### src/rtl/fetch_pkg.sv
`default_nettype none
// ============================================================================
//  Module   : fetch_pkg
//  Purpose  : Shared constants and types for the instruction prefetch queue.
//             INSTR_W  - native instruction word width
//             PC_INC   - fetch PC increment per fetched word
//             RESET_PC - fetch PC value after reset
//             fetch_entry_t - one queue entry {opcode, next PC}
//  Revision : 1.0  initial release
// ============================================================================
package fetch_pkg;

    localparam int INSTR_W      = 32;
    localparam int FETCH_ADDR_W = 32;
    localparam int PC_INC       = 4;
    localparam int RESET_PC     = 0;

    // Layout of a queue entry for the native 32/32 configuration; the top
    // packs entries in this same {opcode, next_pc} order for any width.
    typedef struct packed {
        logic [INSTR_W-1:0]      opcode;
        logic [FETCH_ADDR_W-1:0] next_pc;
    } fetch_entry_t;

endpackage
`default_nettype wire

### src/rtl/fetch_queue_fifo.sv
`default_nettype none
// ============================================================================
//  Module   : fetch_queue_fifo
//  Purpose  : Generic synchronous FIFO with flush, asynchronous reset.
//             Head data is presented combinationally and forced to zero while
//             the FIFO is empty so stale storage never reaches the consumer.
//  Ports    : clk, rst    - clock / asynchronous active-high reset
//             flush       - empty the FIFO (takes priority over push/pop)
//             push, wdata - write one entry (caller guarantees space, or a
//                           simultaneous pop)
//             pop         - retire the head entry (caller guarantees !empty)
//             rdata       - head entry, zero when empty
//             count       - occupancy, full, empty - status
//  Revision : 1.0  initial release
// ============================================================================
module fetch_queue_fifo
    import fetch_pkg::*;
#(
    parameter int DEPTH = 4,
    parameter int WIDTH = 64
) (
    input  logic                     clk,
    input  logic                     rst,
    input  logic                     flush,
    input  logic                     push,
    input  logic                     pop,
    input  logic [WIDTH-1:0]         wdata,
    output logic [WIDTH-1:0]         rdata,
    output logic [$clog2(DEPTH):0]   count,
    output logic                     full,
    output logic                     empty
);

    localparam int                 c_ptr_w = $clog2(DEPTH);
    localparam logic [c_ptr_w:0]   c_depth = (c_ptr_w + 1)'(DEPTH);

    logic [WIDTH-1:0]   r_mem [DEPTH];
    logic [c_ptr_w-1:0] r_rd_ptr;
    logic [c_ptr_w-1:0] r_wr_ptr;
    logic [c_ptr_w:0]   r_count;

    always_ff @(posedge clk or posedge rst) begin
        if (rst) begin
            r_rd_ptr <= '0;
            r_wr_ptr <= '0;
            r_count  <= '0;
            for (int i = 0; i < DEPTH; i++) begin
                r_mem[i] <= '0;
            end
        end else if (flush) begin
            r_rd_ptr <= '0;
            r_wr_ptr <= '0;
            r_count  <= '0;
        end else begin
            if (push) begin
                r_mem[r_wr_ptr] <= wdata;
                // DEPTH is a power of two, so the pointer wraps by overflow.
                r_wr_ptr        <= r_wr_ptr + 1'b1;
            end
            if (pop) begin
                r_rd_ptr <= r_rd_ptr + 1'b1;
            end
            case ({push, pop})
                2'b10:   r_count <= r_count + 1'b1;
                2'b01:   r_count <= r_count - 1'b1;
                default: r_count <= r_count;
            endcase
        end
    end

    assign count = r_count;
    assign empty = (r_count == '0);
    assign full  = (r_count == c_depth);
    assign rdata = empty ? '0 : r_mem[r_rd_ptr];

endmodule
`default_nettype wire

### src/rtl/fetch_queue.sv
`default_nettype none
// ============================================================================
//  Module   : fetch_queue
//  Purpose  : Instruction prefetch queue between the instruction ROM and the
//             IF/ID register. Owns the fetch PC, pushes {opcode, PC+4} each
//             cycle there is room, hands entries out over valid/ready, and
//             flushes/reloads on a downstream redirect.
//  Ports    : CLK, Reset           - clock / asynchronous active-high reset
//             romAddress, romData  - combinational ROM interface
//             redirect, redirectAddress - flush and reload the fetch PC
//             entireOpCode_out, newAddress_out, outValid, outReady - head
//             count                - occupancy
//             stallCycles, redirectCount - present only with the
//                                    FETCH_QUEUE_STATS_EN macro defined
//  Config   : `define FETCH_QUEUE_STATS_EN to add the saturating counters.
//  Revision : 1.0  initial release
// ============================================================================
module fetch_queue
    import fetch_pkg::*;
#(
    parameter int DEPTH  = 4,
    parameter int ADDR_W = 32,
    parameter int DATA_W = 32
) (
    input  logic                   CLK,
    input  logic                   Reset,
    output logic [ADDR_W-1:0]      romAddress,
    input  logic [DATA_W-1:0]      romData,
    input  logic                   redirect,
    input  logic [ADDR_W-1:0]      redirectAddress,
    output logic [DATA_W-1:0]      entireOpCode_out,
    output logic [ADDR_W-1:0]      newAddress_out,
    output logic                   outValid,
    input  logic                   outReady,
    output logic [$clog2(DEPTH):0] count
`ifdef FETCH_QUEUE_STATS_EN
    ,
    output logic [31:0]            stallCycles,
    output logic [15:0]            redirectCount
`endif
);

    localparam int c_entry_w = DATA_W + ADDR_W;

    logic [ADDR_W-1:0]    r_fetch_pc;
    logic [ADDR_W-1:0]    w_pc_next;
    logic                 w_pop_req;
    logic                 w_pop;
    logic                 w_push;
    logic                 w_full;
    logic                 w_empty;
    logic [c_entry_w-1:0] w_head;

    assign w_pc_next = r_fetch_pc + ADDR_W'(PC_INC);

    // Redirect wins over both sides: the head is kept (then flushed) even if
    // the consumer is ready, and nothing fetched from the stale PC is queued.
    // A pop in the same cycle frees the slot, so a full queue still pushes.
    assign w_pop_req = outValid & outReady;
    assign w_pop     = w_pop_req & ~redirect;
    assign w_push    = ~redirect & (~w_full | w_pop_req);

    always_ff @(posedge CLK or posedge Reset) begin
        if (Reset) begin
            r_fetch_pc <= ADDR_W'(RESET_PC);
        end else if (redirect) begin
            r_fetch_pc <= redirectAddress;
        end else if (w_push) begin
            r_fetch_pc <= w_pc_next;
        end
    end

    fetch_queue_fifo #(
        .DEPTH (DEPTH),
        .WIDTH (c_entry_w)
    ) u_fifo (
        .clk   (CLK),
        .rst   (Reset),
        .flush (redirect),
        .push  (w_push),
        .pop   (w_pop),
        .wdata ({romData, w_pc_next}),
        .rdata (w_head),
        .count (count),
        .full  (w_full),
        .empty (w_empty)
    );

    assign romAddress       = r_fetch_pc;
    assign outValid         = ~w_empty;
    assign entireOpCode_out = w_head[c_entry_w-1:ADDR_W];
    assign newAddress_out   = w_head[ADDR_W-1:0];

`ifdef FETCH_QUEUE_STATS_EN
    logic [31:0] r_stall_cycles;
    logic [15:0] r_redirect_count;

    always_ff @(posedge CLK or posedge Reset) begin
        if (Reset) begin
            r_stall_cycles   <= '0;
            r_redirect_count <= '0;
        end else begin
            if (outValid && !outReady && (r_stall_cycles != '1)) begin
                r_stall_cycles <= r_stall_cycles + 1'b1;
            end
            if (redirect && (r_redirect_count != '1)) begin
                r_redirect_count <= r_redirect_count + 1'b1;
            end
        end
    end

    assign stallCycles   = r_stall_cycles;
    assign redirectCount = r_redirect_count;
`endif

endmodule
`default_nettype wire
### config.mk
export PLATFORM = sky130hd
export DESIGN_NAME = fetch_queue
export DESIGN_NICKNAME = d
export VERILOG_FILES = /design/src/rtl/fetch_pkg.sv /design/src/rtl/fetch_queue_fifo.sv /design/src/rtl/fetch_queue.sv
export SDC_FILE = /design/constraint.sdc
export NUM_CORES = 1
export LEC_CHECK = 0
export CAP_MARGIN = 20
export CORE_MARGIN = 5
export CORE_UTILIZATION = 40
export CTS_CLUSTER_DIAMETER = 100
export CTS_CLUSTER_SIZE = 40
export DETAILED_ROUTE_END_ITERATION = 7
export PLACE_DENSITY = 0.6
export REMOVE_ABC_BUFFERS = 1
export SKIP_LAST_GASP = 1
export SYNTH_ARGS = -nofsm -noshare
export SYNTH_HDL_FRONTEND = slang
export SYNTH_SLANG_ARGS = --single-unit
export TNS_END_PERCENT = 10
### constraint.sdc
create_clock -name CLK -period 16.95 [get_ports CLK]
set_clock_uncertainty 0.15 [all_clocks]
set_input_delay 4.2375 -clock CLK [delete_from_list [all_inputs] [get_ports CLK]]
set_output_delay 4.2375 -clock CLK [all_outputs]
set_load 0.1 [all_outputs]
Word level (Yosys, flattened, before mapping). Index checks and enable logic that the tools add are counted.

Register bits after elaboration: 295. Bits in latches: 0. RAM bits: 0. Memory bits (read-only): 0. Output and inout port bits: 100. Logic and storage cells: 49. Memories: 0.

Add/subtract/negate cells: 5. Multiply operators: 0. Div/mod/pow operators: 0. Magnitude comparators: 3. Eq/ne operators: 3. Shift-type cells: 0. Muxes and demuxes: 15. Bitwise operators: 9. Reduce and logical (&&, ||, !) cells: 6.

Operators by type and width (count): 256-bit bitwise mux (1); 64-bit 2-to-1 mux (4); 64-bit binary-select mux with 2-bit select (1); 64-bit demux with 2-bit select (1); 32-bit 2-to-1 mux (2); 32-bit by 3-bit adder with 32-bit output, second input constant (1); 2-bit 2-to-1 mux (4); 3-bit greater-or-equal comparator, second input constant (2); 2-bit NOT with 3-bit output (2); 3-bit one-hot mux with 2 select lines (1); 2-bit by 1-bit adder with 2-bit output, second input constant (2); 2-bit nonzero test (2); 3-bit by 1-bit adder with 3-bit output, second input constant (1); 1-bit bitwise AND (3); 3-bit equality test, second input constant (1); 3-bit zero test (1); 3-bit by 1-bit < comparator with 1-bit output, second input constant (1); 3-bit 2-to-1 mux (1); 1-bit NOT (3); 3-bit nonzero test (1); 3-bit by 1-bit subtractor with 3-bit output, second input constant (1); 2-bit by 1-bit equality test with 1-bit output, second input constant (1); 2-bit equality test, second input constant (1); 2-bit AND reduction (1); other kinds (2) (2).

Logic depth before layout (Yosys ltp).
Word-level depth: 8. Mapped depth: 9. Depth with buffers taken out: 7.

By module. Synthesis repeated with hierarchy kept, for this count alone.

Cells, all modules: 1000. Area, all modules: 15486.1 um^2.

By module, submodules not included: fetch_queue_fifo (instances 1, cells an instance 730, area an instance 13165.1 um^2); fetch_queue (instances 1, cells an instance 270, area an instance 2321.0 um^2).

Worst setup path after synthesis. OpenSTA, ideal clock, no wires.

Path type: flip-flop to output port. Start: reg u_fifo.r_count[0] (netlist: u_fifo.count[0]). End: out entireOpCode_out[22]. Arrival time: 3.313 ns. Data required time: 12.563 ns. Path slack: 9.250 ns. Cell stages (with the launch flop): 6. Buffers on the path: 1. Path through: dfrtp_1 inv_1 ha_1 nand2b_1 clkbuf_1 and2_1.

Cells in the longest elaborated chain, start to end: 2.

RTL lines: from (decl) (RTL line fetch_queue_fifo.sv:40) `logic [c_ptr_w:0] r_count;`; from (signal assigned) (RTL line fetch_queue_fifo.sv:64) `2'b10: r_count <= r_count + 1'b1;`; from (signal assigned) (RTL line fetch_queue_fifo.sv:65) `2'b01: r_count <= r_count - 1'b1;`; from (signal assigned) (RTL line fetch_queue_fifo.sv:66) `default: r_count <= r_count;`; 3-bit zero test (RTL line fetch_queue_fifo.sv:72) `assign empty = (r_count == '0);`; 64-bit 2-to-1 mux (RTL line fetch_queue_fifo.sv:74) `assign rdata = empty ? '0 : r_mem[r_rd_ptr];`; to (decl) (RTL line fetch_queue.sv:31) `output logic [DATA_W-1:0] entireOpCode_out,`.

Every way passes these cells.

Worst setup path in the final report.
Start: reg u_fifo.r_rd_ptr[1]. End: out newAddress_out[15].

Cells in the longest elaborated chain, start to end: 5.

RTL lines: from (decl) (RTL line fetch_queue_fifo.sv:38) `logic [c_ptr_w-1:0] r_rd_ptr;`; from (signal assigned) (RTL line fetch_queue_fifo.sv:61) `r_rd_ptr <= r_rd_ptr + 1'b1;`; 2-bit NOT with 3-bit output (not written as such) (RTL line fetch_queue_fifo.sv:74); 64-bit binary-select mux with 2-bit select (RTL line fetch_queue_fifo.sv:74); 64-bit 2-to-1 mux (not written as such) (2 in series) (RTL line fetch_queue_fifo.sv:74); 64-bit 2-to-1 mux (RTL line fetch_queue_fifo.sv:74); to (decl) (RTL line fetch_queue.sv:32) `output logic [ADDR_W-1:0] newAddress_out,`.

Every way passes these cells. The select of a mux whose other input is x is not followed.

==> metrics.csv <==
metric,value,unit
Worst Tran Pin Value,1.07,ns
largest net degree at the start of global routing,161,
"EDFF count, synth",0,
sequential fraction of the synthesis area,0.534,
met1 wire length,15700,um
register area,7390,um2
Finished Layout Cells,1709,
vias post-DR,8903,
share of async-settable or async-resettable flops after synthesis,1.00,
ranking of synthesized cells by area,"dfrtp_1, mux2_2, mux4_2",
first-pass GRT wire length,54800,um
router iterations before antenna repair,4,
initial antenna violation count,3,
hpwl dp,21400,um
Hold Buf Count CTS,0,
core footprint,34400,um2
WL/cell,19.6,um
Tot GR Track Use,0.175,
final hold vios,0,
Hold Path Class,reg -> reg,
fin. max-slew vios,0,
hold path depth,2,
Max IR drop VDD,0.173,mV
YS warnings,0,
period utilization,0.486,
area occupied by multi-input gates,6100,um2
clk slew on worst S/H paths,0.13,ns
post-CTS setup buffer count,0,
status,completed,
area delta synth->final,17.5,%
Comb pwr share,0.521,
total DRC errors in the routed layout,0,
Worst Setup SP,u_fifo.r_rd_ptr[1],
crit end category,output pin,
power density over cell area,196,nW/um2
fin nets,1323,
Final setup viols,0,
Sequential Power Share,0.354,
Worst R2R Path Depth,7,
clock power share,0.125,
cell at the root of the clock tree,clkbuf_16,
# port buffers,167,
Starting DRT DRC Count,464,
"Clk Latency, worst-skew pair",0.51,ns
Top Metal Used,met5,
Pint,1.66,mW
synthesis-stage register bit count,295,
Max Buffers Root-to-Sink,3,
clock buffer count from CTS,13,
Switching Share,0.480,
clock sinks,295,
# Max-Cap Violations,0,
min Tclk post-route,8.23,ns
"critical path fanouts, max",42,
placed cell count,1688,
die span in y,196,um
register-to-register setup slack,13.40,ns
share of layout cells above drive strength 1,0.200,
"Avg Cell Area, Syn",12.1,um2
reg-to-reg endpoint,u_fifo.r_mem[123],
CP arrival,3.85,ns
ys flop type,dfrtp_1,
hold_sp,u_fifo.r_mem[201],
"Data required, critical path",12.56,ns
cell area after layout,16300,um2
Total Routed Length,33500,um
P_sw,1.53,mW
Mapped Area,13800,um2
top-area cell type share of the netlist area,0.534,
Hold EP,u_fifo.r_mem[201],
H-Tree Depth,1,
synth unique cells,38,
Initial Util,0.402,
Fill cells,3248,
Synth Instances,1144,
GR Overflow Total,0,
Slew HR,0.279,
met2 WL,15700,um
TritonCTS clock tree,yes,
# IOs,168,
# diodes,0,
die width,196,um
Synth area leader,dfrtp_1,
final core utilization,0.473,
gpl congestion,0.776,
Achievable Freq,0.121,GHz
DRT antenna net count,0,
"count leader, synth",dfrtp_1,
RSZ-0062 raised after global routing,false,
CP Launch Type,flip-flop,
# rows,68,
vias in the first global route,9414,
post-CTS sizing,0,
crit path kind,reg -> out,
setup TNS,0,ns
die area,38400,um2
commonest cells in the netlist,"dfrtp_1, nand2_1, mux2_2, o21ai_0, and2_1",
worst r2r src,u_fifo.count[1],
wire length on met3,1730,um
placement-stage cell area,15800,um2
Lkg Pwr,6.57,nW
drt via density,5.21,
power groups by stage:
| stage | Combinational (mW) | Sequential [mW] | Clock (mW) |
|---|---|---|---|
| after floorplan | 1.23 | 1.18 | 0 |
| after global placement | 1.67 | 1.14 | 0 |
| after detailed placement | 1.68 | 1.15 | 0 |
| after CTS | 1.69 | 1.13 | 0.418 |
| after global routing | 1.76 | 1.17 | 0.441 |
| final | 1.66 | 1.13 | 0.400 |
logic make-up after synthesis:
kind of cell    synth area share
xor+xnor                  0.0392
compound gates            0.0536
fa+ha+maj                0.00633
mux                        0.222
simple gates               0.117
buf+inv                   0.0279
flops                      0.534
layout make-up:
type	count	area share
sequential	295	0.455
clock buffer	14	0.0202
timing repair buffer	176	0.107
clock inverter	7	0.00585
inverter	5	0.00162
tap	455	0.0350
multi-input combinational	757	0.375
sequential cells by signal (all words and copies together), names as in the netlist:
name             cells
u_fifo.r_mem       256
romAddress          32
u_fifo.count         3
u_fifo.r_rd_ptr      2
u_fifo.r_wr_ptr      2
worst max-delay path by stage:
stage / to / cells after the start
after detailed placement: newAddress_out[15] / 4
after floorplan: romAddress[0] / 1
final: newAddress_out[15] / 4
after CTS: newAddress_out[15] / 4
after global placement: newAddress_out[15] / 4
after global routing: newAddress_out[17] / 4
worst max-delay path, cell delays in order (launching register included):
cell and delay, ns:
dfrtp_4 0.77, buf_4 0.76, mux4_2 0.63, and2_1 0.17, clkdlybuf4s50_1 0.96
per-layer routing:
| layer | GRT usage | up-vias |
|---|---|---|
| met2 | 0.283 | 163 |
| met4 | 0.0243 | 4 |
| met3 | 0.0342 | 25 |
| li1 | - | 4205 |
| met5 | 0 | - |
| met1 | 0.255 | 4506 |
through the flow:
stage / hold WS [ns] / setup slack (ns) / total power, mW
after global placement: 0.307 / 9.16 / 2.81
after detailed placement: 0.316 / 9.17 / 2.83
after CTS: 0.344 / 8.61 / 3.24
after global routing: 0.362 / 8.47 / 3.36
final: 0.340 / 8.72 / 3.19
after floorplan: 0.295 / 4.42 / 2.42
cell usage in the layout (no fill, tap or decap), drive strengths merged:
master / n
and4: 8
and3b: 1
nand2: 167
or3: 1
ha: 7
clkbuf: 14
nand4: 17
xor2: 27
nor4b: 1
dfrtp: 295
a21oi: 2
clkdlybuf4s50: 166
and2: 72
xnor2: 34
mux2: 143
inv: 9
clkinv: 2
o21ai: 146
nor3: 12
or4: 2
nor2: 22
or2: 1
nand3b: 1
buf: 10
clkinvlp: 1
nand2b: 1
and3: 3
mux2i: 2
nand3: 15
nor4bb: 1
nor4: 7
mux4: 64
(Power assumes the default switching activity.)
